--- config.mk ---
export PLATFORM = sky130hd
export DESIGN_NAME = spy_master
export DESIGN_NICKNAME = d
export VERILOG_FILES = /design/src/rtl/spy_pkg.sv /design/src/rtl/spy_rx_collect.sv /design/src/rtl/spy_master.sv
export SDC_FILE = /design/constraint.sdc
export NUM_CORES = 1
export LEC_CHECK = 0
export ABC_AREA = 1
export BUFFER_PORTS_ARGS = -buffer_cell sky130_fd_sc_hd__clkbuf_2
export CORE_MARGIN = 2
export CORE_UTILIZATION = 56
export CTS_CLUSTER_SIZE = 16
export DETAILED_ROUTE_END_ITERATION = 8
export PLACE_DENSITY = 0.79
export SYNTH_ARGS = -nofsm -noshare
export SYNTH_HDL_FRONTEND = slang
export SYNTH_SLANG_ARGS = --single-unit
--- constraint.sdc ---
create_clock -name spy_clk -period 2.33 [get_ports spy_clk]
set_clock_uncertainty 0.15 [all_clocks]
set_input_delay 0.1165 -clock spy_clk [delete_from_list [all_inputs] [get_ports spy_clk]]
set_output_delay 0.1165 -clock spy_clk [all_outputs]
set_load 0.05 [all_outputs]
--- src/rtl/spy_pkg.sv ---
// Shared opcode nibbles and byte-FSM encoding for the spy UART register master
// and its sibling blocks.
package spy_pkg;

  localparam logic [3:0] SET_D3 = 4'h3;
  localparam logic [3:0] SET_D2 = 4'h4;
  localparam logic [3:0] SET_D1 = 4'h5;
  localparam logic [3:0] SET_D0 = 4'h6;
  localparam logic [3:0] RD_LO  = 4'h8;
  localparam logic [3:0] RD_HI  = 4'h9;
  localparam logic [3:0] WR_LO  = 4'hA;
  localparam logic [3:0] WR_HI  = 4'hB;

  typedef enum logic [2:0] {
    ST_IDLE,
    ST_TX_D3,
    ST_TX_D2,
    ST_TX_D1,
    ST_TX_D0,
    ST_TX_OP,
    ST_RX_WAIT,
    ST_DONE
  } spy_state_e;

  // The opcode's high nibble carries direction and eadr bit 4.
  function automatic logic [7:0] op_byte(input logic write, input logic [4:0] addr);
    logic [3:0] hi;
    if (write) hi = addr[4] ? WR_HI : WR_LO;
    else       hi = addr[4] ? RD_HI : RD_LO;
    return {hi, addr[3:0]};
  endfunction

endpackage

--- src/rtl/spy_rx_collect.sv ---
// Read-response collector: checks the 3/4/5/6 tag sequence, assembles the
// 16-bit result MSB-first and watches the inter-byte idle gap.
module spy_rx_collect
  import spy_pkg::*;
#(
  parameter logic [23:0] TIMEOUT_CYCLES = 24'd1000000
) (
  input  logic        spy_clk,
  input  logic        reset,
  input  logic        start,
  input  logic        active,
  input  logic        rx_valid,
  input  logic [7:0]  rx_byte,
  output logic        byte_done,
  output logic        tag_err,
  output logic        timeout,
  output logic [15:0] result
);

  logic [23:0] count;
  logic [1:0]  nib_cnt;
  logic [11:0] shift;
  logic        tag_ok;

  // A byte arriving on the expiry cycle wins: timeout needs an idle cycle.
  always_comb begin
    tag_ok    = (rx_byte[7:4] == (SET_D3 + {2'b00, nib_cnt}));
    byte_done = active && rx_valid && tag_ok && (nib_cnt == 2'd3);
    tag_err   = active && rx_valid && !tag_ok;
    timeout   = active && !rx_valid && (count == TIMEOUT_CYCLES - 24'd1);
    result    = {shift, rx_byte[3:0]};
  end

  always_ff @(posedge spy_clk) begin
    if (reset || start) begin
      count   <= 24'd0;
      nib_cnt <= 2'd0;
      shift   <= 12'h000;
    end else if (active) begin
      if (rx_valid) begin
        count <= 24'd0;
        if (tag_ok) begin
          shift   <= {shift[7:0], rx_byte[3:0]};
          nib_cnt <= nib_cnt + 2'd1;
        end
      end else begin
        count <= count + 24'd1;
      end
    end
  end

endmodule

--- src/rtl/spy_master.sv ---
// Host-command to UART byte-protocol master: writes send four data-nibble bytes
// plus an opcode, reads send an opcode and collect a four-byte response.
// Handshakes: a transfer happens on a clock edge where valid && ready; a TX
// byte stays valid and stable until accepted; rsp_valid is a single-cycle pulse.
module spy_master
  import spy_pkg::*;
#(
  parameter logic [23:0] TIMEOUT_CYCLES = 24'd1000000
) (
  input  logic        spy_clk,
  input  logic        reset,
  input  logic        cmd_valid,
  output logic        cmd_ready,
  input  logic        cmd_write,
  input  logic [4:0]  cmd_addr,
  input  logic [15:0] cmd_wdata,
  output logic        rsp_valid,
  output logic [15:0] rsp_data,
  output logic        rsp_err,
  output logic        tx_valid,
  input  logic        tx_ready,
  output logic [7:0]  tx_byte,
  input  logic        rx_valid,
  input  logic [7:0]  rx_byte,
  output logic        busy,
  output spy_state_e  fsm_state
);

  spy_state_e  state, next_state;
  logic        write_q;
  logic [4:0]  addr_q;
  logic [15:0] wdata_q;
  logic        load_rsp;
  logic        rsp_err_d;
  logic [15:0] rsp_data_d;
  logic        rx_start;
  logic        rx_active;
  logic        byte_done;
  logic        tag_err;
  logic        timeout;
  logic [15:0] result;

  assign cmd_ready = (state == ST_IDLE);
  assign busy      = (state != ST_IDLE);
  assign rsp_valid = (state == ST_DONE);
  assign fsm_state = state;
  assign rx_active = (state == ST_RX_WAIT);
  assign rx_start  = (state == ST_TX_OP) && tx_ready && !write_q;

  always_ff @(posedge spy_clk) begin
    if (reset) state <= ST_IDLE;
    else       state <= next_state;
  end

  always_ff @(posedge spy_clk) begin
    if (reset) begin
      write_q <= 1'b0;
      addr_q  <= 5'd0;
      wdata_q <= 16'h0000;
    end else if (cmd_valid && cmd_ready) begin
      write_q <= cmd_write;
      addr_q  <= cmd_addr;
      wdata_q <= cmd_wdata;
    end
  end

  always_ff @(posedge spy_clk) begin
    if (reset) begin
      rsp_err  <= 1'b0;
      rsp_data <= 16'h0000;
    end else if (load_rsp) begin
      rsp_err  <= rsp_err_d;
      rsp_data <= rsp_data_d;
    end
  end

  always_comb begin
    next_state = state;
    tx_valid   = 1'b0;
    tx_byte    = 8'h00;
    load_rsp   = 1'b0;
    rsp_err_d  = 1'b0;
    rsp_data_d = 16'h0000;
    unique case (state)
      ST_IDLE: begin
        if (cmd_valid) next_state = cmd_write ? ST_TX_D3 : ST_TX_OP;
      end
      ST_TX_D3: begin
        tx_valid = 1'b1;
        tx_byte  = {SET_D3, wdata_q[15:12]};
        if (tx_ready) next_state = ST_TX_D2;
      end
      ST_TX_D2: begin
        tx_valid = 1'b1;
        tx_byte  = {SET_D2, wdata_q[11:8]};
        if (tx_ready) next_state = ST_TX_D1;
      end
      ST_TX_D1: begin
        tx_valid = 1'b1;
        tx_byte  = {SET_D1, wdata_q[7:4]};
        if (tx_ready) next_state = ST_TX_D0;
      end
      ST_TX_D0: begin
        tx_valid = 1'b1;
        tx_byte  = {SET_D0, wdata_q[3:0]};
        if (tx_ready) next_state = ST_TX_OP;
      end
      ST_TX_OP: begin
        tx_valid = 1'b1;
        tx_byte  = op_byte(write_q, addr_q);
        if (tx_ready) begin
          // A write is complete once its opcode leaves; reads await the reply.
          if (write_q) begin
            next_state = ST_DONE;
            load_rsp   = 1'b1;
          end else begin
            next_state = ST_RX_WAIT;
          end
        end
      end
      ST_RX_WAIT: begin
        if (byte_done) begin
          next_state = ST_DONE;
          load_rsp   = 1'b1;
          rsp_data_d = result;
        end else if (tag_err || timeout) begin
          next_state = ST_DONE;
          load_rsp   = 1'b1;
          rsp_err_d  = 1'b1;
        end
      end
      ST_DONE: next_state = ST_IDLE;
      default: next_state = ST_IDLE;
    endcase
  end

  spy_rx_collect #(
    .TIMEOUT_CYCLES(TIMEOUT_CYCLES)
  ) u_rx_collect (
    .spy_clk  (spy_clk),
    .reset    (reset),
    .start    (rx_start),
    .active   (rx_active),
    .rx_valid (rx_valid),
    .rx_byte  (rx_byte),
    .byte_done(byte_done),
    .tag_err  (tag_err),
    .timeout  (timeout),
    .result   (result)
  );

endmodule

==> metrics.md, run 1 <==
| Metric | Value |
|---|---|
| Starting Density | `0.572` |
| Overall via count from detail_route | `4,214` |
| Ports | `between 60 and 70` |
| DIE HEIGHT | `just under 90 microns` |
| CTS Buf Count | `9` |
| Sink Count | `80` |
| Synthesis Warnings | `0` |
| Post-Synthesis Cells | `~600` |
| Max-Cap Viols | `0` |
| Max-slew violation count | `0` |
| Worst path cell trace | `inv_2 > nor2_1 > nand2_1 > inv_2 > a221oi_1 > a21oi_2 > clkbuf_2` |
| Pleak | `approximately 2.2 nW` |
| Tot Pwr | `4.19 mW` |
| DIE AREA | `~8000 sq um` |
| Number of instances in the placed design | `749` |
| Initial DRC count | `about 310` |
| Rel. slew slack | `0.601` |
| GR Util met1 | `0.342` |
| CP max stage delay | `0.38 ns` |
| GRT overflow | `0` |
| GRT met3 Usage | `0.0729` |
| VDD IR-drop max | `0.000757 V` |
| Avg Cell Area, Syn | `between 6 and 7 sq um` |
| Post-synthesis sequential area ratio | `0.392` |
| Fin crit period | `about 2.2 ns` |
| Placer Congestion | `between 0.9 and 1` |
| WL final | `about 11 mm` |
| TritonCTS clock tree | `built` |
| Setup Viol. Count Final | `0` |
| Router iterations before antenna repair | `5` |
| Share of layout cells above drive strength 1 | `0.195` |
| Largest delay share family, worst path | `buffers and inverters` |
| Final Hold Vio Count | `0` |
| Global-route wire length before repair | `between 15 and 20 mm` |
| Core area | `roughly 7100 sq um` |
| Final period util | `0.955` |
| Unique cell type count in the Yosys netlist | `36` |
| Initial antenna violation count | `0` |
| Skew-Pair Late Insertion Delay | `between 0.3 and 0.4 ns` |
| Final TNS setup | `0 ns` |
| Hold_ws | `0.0499 ns` |
| Critical path class | `flop to output pin` |
| Residual DRC | `0` |
| WP buf/inv | `3` |
| Fin cells | `792` |
| Power per cell area | `834 nW/um^2` |
| DIE WIDTH | `a little under 90 microns` |
| Most common cell on crit path | `inv_2` |
| Longest Clk Path Bufs | `2` |
| Clk pin slew, worst setup/hold paths | `0.09 ns` |
| Met2 track demand over resource | `0.434` |
| Vias per cell | `around 5.3` |
| #FFs+latches synth | `80` |
| Maximum fanout along the worst path | `7` |
| Worst-Margin Slew | `between 0.5 and 0.6 ns` |
| Leading post-synthesis cells by cell area | `dfxtp_1 39%, nand2_1 12%, nor2_1 8.7%` |
| Largest net degree at the start of global routing | `27` |
| Routed wire per std cell | `between 10 and 15 microns` |
| CP startpoint kind | `flop` |
| HPWL after DPL | `roughly 7.1 mm` |
| Port bufs | `66` |
| Synthesized area | `between 4000 and 5000 sq um` |
| Vias in the first global route | `3,852` |
| Gr usage total | `0.272` |
| Share of the synthesized area in the top cell type | `0.392` |
| Req. time, crit path | `about 2.1 ns` |
| Crit-path slowest cell | `a221oi_1` |
| Fmax achieved | `roughly 450 MHz` |
| Post-synth top area cell | `dfxtp_1` |
| WP data arrival | `~2 ns` |
| Detail Route Antenna Nets | `0` |
| Hold crit path type | `primary input to flop` |
| Net count, final | `729` |
| Ant diodes | `0` |
| Status | `finished clean` |
| Row count | `31` |
| Area grow syn2layout | `23.1%` |
| GR peak layer | `met2` |
| CTS root buffer | `clkbuf_8` |
| H-Tree Depth | `3` |
| Post-synth net total | `about 640` |
| Setup crit end kind | `output pin` |
report_power, final:
| part | total (mW) | switching (mW) | internal, mW | leakage [nW] |
|---|---|---|---|---|
| clock | 1.14 | 0.531 | 0.610 | 0.107 |
| combinational | 1.42 | 1.04 | 0.382 | 1.49 |
| sequential | 1.63 | 0.129 | 1.50 | 0.649 |
routing by layer:
layer	vias to the layer above	routed length (microns)
met5	-	0
met2	172	5040
met3	39	671
met1	1897	4470
met4	0	396
li1	2106	-
timing repair:
item	CTS	global route
resized for setup	1	9
setup buffers	0	0
hold endpoints to repair	30	0
hold buffers	27	0
endpoints found under the setup margin	3	8
area by class of cell:
type	count	area, sq um
Tap cell	99	124
Clock buffer	10	128
Clock inverter	6	90.1
Sequential cell	80	1610
Timing Repair Buffer	102	671
Inverter	83	319
Multi-Input combinational cell	412	2090
Fill cell	616	2110
cell usage after synthesis:
cell type	instances
o21ai_1	4
buf_8	1
a211oi_1	13
inv_2	2
inv_4	3
a221oi_1	5
and3_1	1
nor2_1	95
nor2_2	16
o21ai_2	1
buf_4	2
a21oi_1	41
nor4_1	2
buf_6	1
nand2_1	127
xor2_1	1
nand3_1	39
nand4_4	1
nand2_4	1
o211a_1	1
o21bai_1	1
inv_1	78
nand3_4	3
a31oi_1	2
o21ai_0	9
nand2_2	3
xnor2_1	1
dfxtp_1	80
nor3_1	13
nand3_2	1
buf_2	8
clkbuf_1	10
nor2_4	3
nand4_1	21
ha_1	6
o221ai_1	1
flip-flops by register name, indices dropped and copies added (netlist names):
register	count
addr_q	5
fsm_state	3
rsp_data	16
rsp_err	1
u_rx_collect.count	24
u_rx_collect.nib_cnt	2
u_rx_collect.shift	12
wdata_q	16
write_q	1
placed cells by master, fill, tap and decap left out, types with 2 or more instances in the layout:
cell type	count
nand3_1	39
a221oi_2	2
o21ai_1	5
nor2_4	6
a211oi_1	13
nor2_2	17
nor4_1	2
clkbuf_2	64
nor3_1	13
ha_1	6
nand2_1	126
inv_2	3
bufinv_16	2
nand2_2	4
clkbuf_8	9
buf_4	9
a31oi_1	2
o21ai_0	8
a21oi_1	40
inv_1	77
dlygate4sd3_1	27
inv_6	2
nand4_1	21
dfxtp_1	78
a221oi_1	3
inv_4	3
nand3_4	3
nor2_1	91
metrics by stage:
stage	cell area, sq um	setup slack, ns	util
after floorplan	4110	0.0102	-
after global placement	4510	0.279	0.632
after detailed placement	4510	0.180	0.632
after CTS	5000	0.0667	0.701
after global routing	5020	-0.00219	0.704
final	5020	0.105	0.704
worst paths after layout:
path | startpoint | to | slack [ns] | cells past startpoint
max | fsm_state[0] | tx_byte[2] | 0.11 | 7
min reg2reg | wdata_q[6] | wdata_q[6] | 0.32 | 2
min | reset | wdata_q[14] | 0.05 | 3
max reg2reg | u_rx_collect.nib_cnt[0] | rsp_data[1] | 0.22 | 13
worst reg2reg max path, cell delays in order, from the launching register on:
cell     delay, ns
dfxtp_1       0.41
inv_2         0.06
ha_1          0.32
nand2_1       0.07
nand2_1       0.09
nor2_4        0.16
nand2_1       0.09
nand2_2       0.09
nand2_4       0.08
inv_4         0.10
nand3_4       0.09
inv_4         0.19
nor2_1        0.08
nor2_1        0.09
cells by family after synthesis:
group                    after synthesis  synth area share
AND/OR/NAND/NOR                      326             0.365
buffers and inverters                105             0.107
flip-flops                            80             0.392
AO/OA/AOI/OAI                         78             0.112
adder cells (fa/ha/maj)                6            0.0184
XOR/XNOR                               2           0.00429
Note: power is estimated with default switching activity, not from simulation.
==> run 2: changes to the inputs <==
- CELL_PAD_IN_SITES_DETAIL_PLACEMENT: not set -> 1
- CELL_PAD_IN_SITES_GLOBAL_PLACEMENT: not set -> 2
- CORE_UTILIZATION: 56 -> 31
- PLACE_DENSITY: 0.79 -> 0.8
==> run 2 against run 1 <==
  * Global-route usage shrank 8.3 points
  * Wire length grew 19%
  * Clock power grew 36%
  * Fmax shrank 0.13%
  * Largest power group unchanged
  * Flip-flop and latch count is the same
  * Non-clock buffer count grew 5
  * Sequential power is essentially flat
  * Via count shrank 1.1%
  * Worst hold slack lost 0.0090 ns
  * Critical path depth grew 2
  * Sequential share of layout area shrank 1.3 points
  * Core utilization shrank 29 points
==> metrics.md, run 2 (synthesized netlist as in run 1, its figures left out) <==
| Metric | Value |
|---|---|
| Max-Cap Viols | `0 (unchanged)` |
| Overall via count from detail_route | `4,167 (was 4,214)` |
| DIE WIDTH | `119 microns (was 89.4 microns)` |
| Ports | `67 (unchanged)` |
| Biggest regs | `u_rx_collect.count x24, rsp_data x16, wdata_q x16 (unchanged)` |
| CTS root buffer | `clkbuf_16 (was clkbuf_8)` |
| Worst-Margin Slew | `0.600 ns (was 0.593 ns)` |
| Residual DRC | `0 (unchanged)` |
| Row count | `41 (was 31)` |
| Net count, final | `734 (was 729)` |
| Setup crit end kind | `output pin (unchanged)` |
| Fmax achieved | `449 MHz (was 450 MHz)` |
| Router iterations before antenna repair | `4 (was 5)` |
| HPWL after DPL | `9.20 mm (was 7.05 mm)` |
| DIE HEIGHT | `119 microns (was 89.4 microns)` |
| Port bufs | `66 (unchanged)` |
| RSZ-0062 raised after global routing | `yes` |
| Final Hold Vio Count | `0 (unchanged)` |
| Hold crit path type | `primary input to flop (unchanged)` |
| Global-route wire length before repair | `21.6 mm (was 17.1 mm)` |
| CTS Buf Count | `9 (unchanged)` |
| WL final | `12.6 mm (was 10.6 mm)` |
| Pleak | `2.31 nW (was 2.24 nW)` |
| WP data arrival | `1.96 ns (about the same)` |
| Initial antenna violation count | `0 (unchanged)` |
| Vias in the first global route | `4,414 (was 3,852)` |
| Critical path class | `flop to output pin (unchanged)` |
| Maximum fanout along the worst path | `7 (unchanged)` |
| Setup Viol. Count Final | `0 (unchanged)` |
| Ant diodes | `0 (unchanged)` |
| Clk pin slew, worst setup/hold paths | `0.06 ns (was 0.09 ns)` |
| Commonest non-fill, non-tap cell in the layout | `nand2_1 (unchanged)` |
| Setup slack after layout | `0.102 ns (was 0.105 ns)` |
| Area grow syn2layout | `28.6% (was 23.1%)` |
| Fin crit period | `2.23 ns (was 2.22 ns)` |
| Final period util | `0.956 (was 0.955)` |
| Flip-flop count of the largest register after layout | `24 (unchanged)` |
| Largest Register | `u_rx_collect.count (unchanged)` |
| H-Tree Depth | `3 (unchanged)` |
| CP startpoint kind | `flop (unchanged)` |
| Initial DRC count | `171 (was 306)` |
| Core area | `12,700 sq um (was 7140 sq um)` |
| Largest net degree at the start of global routing | `27 (unchanged)` |
| Gr usage total | `0.189 (was 0.272)` |
| Starting Density | `0.321 (was 0.572)` |
| Power per cell area | `882 nW/um^2 (was 834 nW/um^2)` |
| Detail Route Antenna Nets | `0 (unchanged)` |
| Tot Pwr | `4.63 mW (was 4.19 mW)` |
| DIE AREA | `14,100 sq um (was 7990 sq um)` |
| Status | `finished clean (unchanged)` |
| Max-slew violation count | `0 (unchanged)` |
| Most frequent cells in the layout | `126 x nand2_1, 92 x nor2_1, 78 x dfxtp_1 (was 126 x nand2_1, 91 x nor2_1, 78 x dfxtp_1)` |
| Placer Congestion | `0.794 (was 0.913)` |
| GRT overflow | `0 (unchanged)` |
| Skew-Pair Late Insertion Delay | `0.34 ns (was 0.35 ns)` |
| Routed wire per std cell | `14.4 microns (was 13.4 microns)` |
| Dpl ws | `0.117 ns (was 0.180 ns)` |
| Share of layout cells above drive strength 1 | `0.201 (was 0.195)` |
| Vias per cell | `4.79 (was 5.32)` |
| Fill cell count | `1,687 (was 616)` |
| TritonCTS clock tree | `built (unchanged)` |
| Sink Count | `80 (unchanged)` |
| Longest Clk Path Bufs | `2 (unchanged)` |
| Req. time, crit path | `2.06 ns (about the same)` |
| VDD IR-drop max | `0.000469 V (was 0.000757 V)` |
| Rel. slew slack | `0.597 (was 0.601)` |
run 2: metrics by stage:
| step | instances | cell area, sq um | util | hold WS (ns) | TNS, ns |
|---|---|---|---|---|---|
| final | 870 | 5250 | 0.413 | 0.0410 | 0 |
| after global routing | 870 | 5250 | 0.413 | 0.0560 | -0.0440 |
| after CTS | 870 | 5240 | 0.412 | 0.0370 | 0 |
| after detailed placement | 828 | 4650 | 0.365 | 0.231 | 0 |
| after global placement | 828 | 4650 | 0.365 | 0.222 | 0 |
| after floorplan | 597 | 4110 | - | 0.0356 | 0 |
run 2: worst paths after layout:
| path | startpoint | endpoint | slack [ns] | depth (start not counted) |
|---|---|---|---|---|
| hold / removal | rx_valid | u_rx_collect.count[1] | 0.04 | 4 |
| setup / recovery | fsm_state[0] | tx_byte[0] | 0.10 | 9 |
| setup reg to reg | u_rx_collect.nib_cnt[0] | rsp_data[4] | 0.21 | 13 |
| hold reg to reg | wdata_q[9] | wdata_q[9] | 0.31 | 2 |
run 2: worst max-delay path: stages (launching register included):
cell and delay, ns:
dfxtp_1 0.37, inv_2 0.17, nand2_1 0.12, nor2_1 0.25
nand2_1 0.08, nand3_1 0.10, a221oi_1 0.05, buf_4 0.16
nor2_4 0.06, buf_2 0.26
run 2: repair_timing:
item,4_1_cts,5_1_grt
hold buffers,26,0
endpoints found under the hold margin,28,0
setup endpoints to repair,5,19
gates resized for setup,4,6
setup buffers,0,0
run 2: layout make-up:
type                       count  area, sq um  share of cell area
inverter                      83          322              0.0612
tap                          172          215              0.0410
timing repair buffer         107          706               0.134
sequential                    80         1610               0.306
clock inverter                 7         95.1              0.0181
multi-input combinational    412         2080               0.396
clock buffer                   9          225              0.0429
run 2: report_power, final:
part | leakage, nW | switching (mW) | internal [mW] | total, mW
Clock | 0.156 | 0.607 | 0.941 | 1.55
Combinational | 1.51 | 1.06 | 0.397 | 1.45
Sequential | 0.649 | 0.123 | 1.51 | 1.63
run 2: layer usage:
layer / GRT usage / share of wire / vias to the layer above
met5: 0 / 0 / -
met4: 0.0751 / 0.020 / 0
met3: 0.0261 / 0.025 / 16
met2: 0.323 / 0.49 / 52
met1: 0.239 / 0.46 / 1986
li1: - / - / 2113
==> run 3: changes to the inputs <==
- CORE_UTILIZATION: 31 -> 28
- GPL_TIMING_DRIVEN: not set -> 0
- PLACE_DENSITY: 0.8 -> 0.76
- clock period: 2.33 -> 1.9 ns (I/O delays scaled with it)
==> run 3 against run 2 <==
  * The run now ends with setup timing left
  * Register-to-register slack worse by 0.22 ns
  * Die area up 10%
  * Sequential share of layout area down 4.9 points
  * Core utilization up 2.8 points
  * Global-route usage down 0.37 points
  * Largest cell class unchanged
  * Clock power up 11%
  * Worst hold slack worse by 0.015 ns
  * Non-clock buffer count up 60
  * Highest routed layer unchanged
  * Final cell count up 8.2%
  * Final area up 21%
==> metrics.md, run 3 (synthesized netlist as in run 1, its figures left out) <==
| Metric | Value |
|---|---|
| Starting Density | `0.284 (was 0.321)` |
| Maximum fanout along the worst path | `5 (was 7)` |
| Routed wire per std cell | `15.5 microns (was 14.4 microns)` |
| Overall via count from detail_route | `4,492 (was 4,167)` |
| DIE AREA | `15,600 sq um (was 14,100 sq um)` |
| Dpl ws | `-0.212 ns (was 0.117 ns)` |
| Core area | `14,400 sq um (was 12,700 sq um)` |
| Net count, final | `794 (was 734)` |
| Placer Congestion | `0.801 (was 0.794)` |
| WL final | `14.6 mm (was 12.6 mm)` |
| VDD IR-drop max | `0.000481 V (was 0.000469 V)` |
| Register area | `1630 sq um (was 1610 sq um)` |
| Router iterations before antenna repair | `4 (unchanged)` |
| Power per cell area | `1010 nW/um^2 (was 882 nW/um^2)` |
| Most frequent cells in the layout | `113 x nand2_1, 78 x nor2_1, 69 x dfxtp_1 (was 126 x nand2_1, 92 x nor2_1, 78 x dfxtp_1)` |
| Vias in the first global route | `4,838 (was 4,414)` |
| Crit-path slowest cell | `dfxtp_4 (was dfxtp_1)` |
| Highest metal layer with signal wires | `met4 (unchanged)` |
| CP startpoint kind | `flop (unchanged)` |
| Max-Cap Viols | `0 (unchanged)` |
| Setup slack after layout | `-0.0825 ns (was 0.102 ns)` |
| Biggest regs | `u_rx_collect.count x24, rsp_data x16, wdata_q x16 (unchanged)` |
| Setup Viol. Count Final | `6 (was 0)` |
| Seq pwr share | `0.315 (was 0.352)` |
| Hold crit path type | `primary input to flop (unchanged)` |
| Sink Count | `80 (unchanged)` |
| Ports | `67 (unchanged)` |
| Critical path class | `flop to output pin (unchanged)` |
| Clock Power Share | `0.270 (was 0.334)` |
| DRT met1 WL | `6.28 mm (was 5.80 mm)` |
| Sw Share | `0.394 (was 0.386)` |
| Max-slew violation count | `0 (unchanged)` |
| GRT overflow | `0 (unchanged)` |
| Largest delay share family, worst path | `buffers and inverters (was simple AND/OR/NAND/NOR gates)` |
| Row count | `44 (was 41)` |
| Metal2 WL | `7.70 mm (was 6.19 mm)` |
| Residual DRC | `0 (unchanged)` |
| Ant diodes | `0 (unchanged)` |
| Fin cells | `941 (was 870)` |
| Commonest non-fill, non-tap cell in the layout | `nand2_1 (unchanged)` |
| Share of layout cells above drive strength 1 | `0.346 (was 0.201)` |
| Port bufs | `66 (unchanged)` |
| Worst path cell trace | `buf_8 > nor2_4 > nand2_4 > nand2_4 > clkinvlp_4 > a21oi_4 > buf_8 (was inv_2 > nand2_1 > nor2_1 > nand2_1 > nand3_1 > a221oi_1 > buf_4 > nor2_4 > buf_2)` |
| CP max stage delay | `0.36 ns (was 0.37 ns)` |
| Failing checks | `setup timing` |
| CTS root buffer | `clkbuf_16 (unchanged)` |
| Logic pwr share | `0.415 (was 0.314)` |
| Final Hold Vio Count | `0 (unchanged)` |
| Skew-Pair Late Insertion Delay | `0.34 ns (about the same)` |
| Detail Route Antenna Nets | `0 (unchanged)` |
| Clk pin slew, worst setup/hold paths | `0.06 ns (about the same)` |
| WP buf/inv | `3 (unchanged)` |
| Setup crit end kind | `output pin (unchanged)` |
| RSZ-0062 raised after global routing | `yes (unchanged)` |
| Longest Clk Path Bufs | `2 (unchanged)` |
| Fin crit period | `approximately 2 ns` |
| Final period util | `1.04` |
| DIE WIDTH | `125 microns (was 119 microns)` |
| Pleak | `2.76 nW (was 2.31 nW)` |
| Gr usage total | `0.185 (was 0.189)` |
| Area of the multi-input gates | `2480 sq um (was 2080 sq um)` |
| Status | `finished with violations (was finished clean)` |
| Global-route wire length before repair | `23.5 mm (was 21.6 mm)` |
| Worst-Margin Slew | `0.519 ns (was 0.600 ns)` |
| TritonCTS clock tree | `built (unchanged)` |
| DIE HEIGHT | `125 microns (was 119 microns)` |
| Area grow syn2layout | `55.0% (was 28.6%)` |
| Rel. slew slack | `0.654 (was 0.597)` |
| Largest net degree at the start of global routing | `14 (was 27)` |
| Met3 Wirelength | `337 microns (was 311 microns)` |
| NetSw | `2.51 mW (was 1.79 mW)` |
| CTS Buf Count | `9 (unchanged)` |
| Largest Register | `u_rx_collect.count (unchanged)` |
| H-Tree Depth | `3 (unchanged)` |
| Initial antenna violation count | `0 (unchanged)` |
| Number of instances in the placed design | `847 (was 828)` |
| Fmax achieved | `slightly above 500 MHz` |
| WP data arrival | `1.74 ns (was 1.96 ns)` |
| Flip-flop count of the largest register after layout | `24 (unchanged)` |
| Fill cell count | `1,764 (was 1,687)` |
| HPWL after DPL | `9.68 mm (was 9.20 mm)` |
| Cell Int Power | `3.86 mW (was 2.85 mW)` |
| Vias per cell | `4.77 (was 4.79)` |
| Initial DRC count | `98 (was 171)` |
| Req. time, crit path | `1.65 ns (was 2.06 ns)` |
-- run 3: layout make-up --
type / count / share of cell area
clock inverter: 5 / 0.00909
timing repair buffer: 145 / 0.186
buffer: 22 / 0.0273
clock buffer: 10 / 0.0362
sequential: 80 / 0.258
multi-input combinational: 412 / 0.392
inverter: 83 / 0.0553
tap: 184 / 0.0364
-- run 3: worst paths after layout --
kind	to	slack [ns]	depth (start not counted)	from
setup / recovery	tx_byte[2]	-0.08	7	fsm_state[2]
hold / removal	u_rx_collect.count[1]	0.03	4	rx_valid
setup reg to reg	rsp_data[11]	-0.01	14	u_rx_collect.nib_cnt[1]
hold reg to reg	u_rx_collect.shift[9]	0.32	2	u_rx_collect.shift[9]
-- run 3: timing repair --
item	CTS	global route
gates cloned	4	0
gates resized for setup	84	87
buffers inserted	29	20
setup endpoints to repair	62	60
hold buffers	27	0
pin swaps	16	37
endpoints found under the hold margin	27	0
-- run 3: through the flow --
stage          utilization  cell area (sq um)  TNS, ns  power [mW]  hold slack [ns]
6_report             0.441               6330   -0.264        6.37           0.0263
5_1_grt              0.441               6330    -2.57        6.69           0.0452
4_1_cts              0.413               5930   -0.279        6.13           0.0161
3_5_place_dp         0.330               4750    -5.11        3.87            0.172
3_3_place_gp         0.330               4750    -3.26        3.84            0.175
2_1_floorplan            -               4190  -0.0141        3.40           0.0141
-- run 3: routing by layer --
layer | global-route usage | vias up
met2 | 0.343 | 55
li1 | - | 2253
met3 | 0.0284 | 18
met1 | 0.218 | 2166
met4 | 0.0588 | 0
met5 | 0 | -
-- run 3: power groups by stage --
| stage | Combinational, mW | Sequential (mW) | Clock (mW) |
|---|---|---|---|
| finish | 2.64 | 2.01 | 1.72 |
| global route | 2.83 | 2.03 | 1.83 |
| CTS | 2.35 | 2.01 | 1.77 |
| detailed placement | 1.86 | 2.01 | 0 |
| global placement | 1.83 | 2.01 | 0 |
| floorplan | 1.24 | 2.16 | 0 |
-- run 3: worst reg2reg max path, cell delays in order (launching register included) --
cell and delay, ns:
dfxtp_2 0.34, inv_2 0.05, ha_4 0.24, nand2_2 0.06, nand2_2 0.06, nor2_4 0.15, nand2_2 0.09, nand2_4 0.09
nand2_4 0.08, clkinv_4 0.06, buf_6 0.12, buf_6 0.11, nand4_1 0.07, nand2_1 0.08, nor2_1 0.05
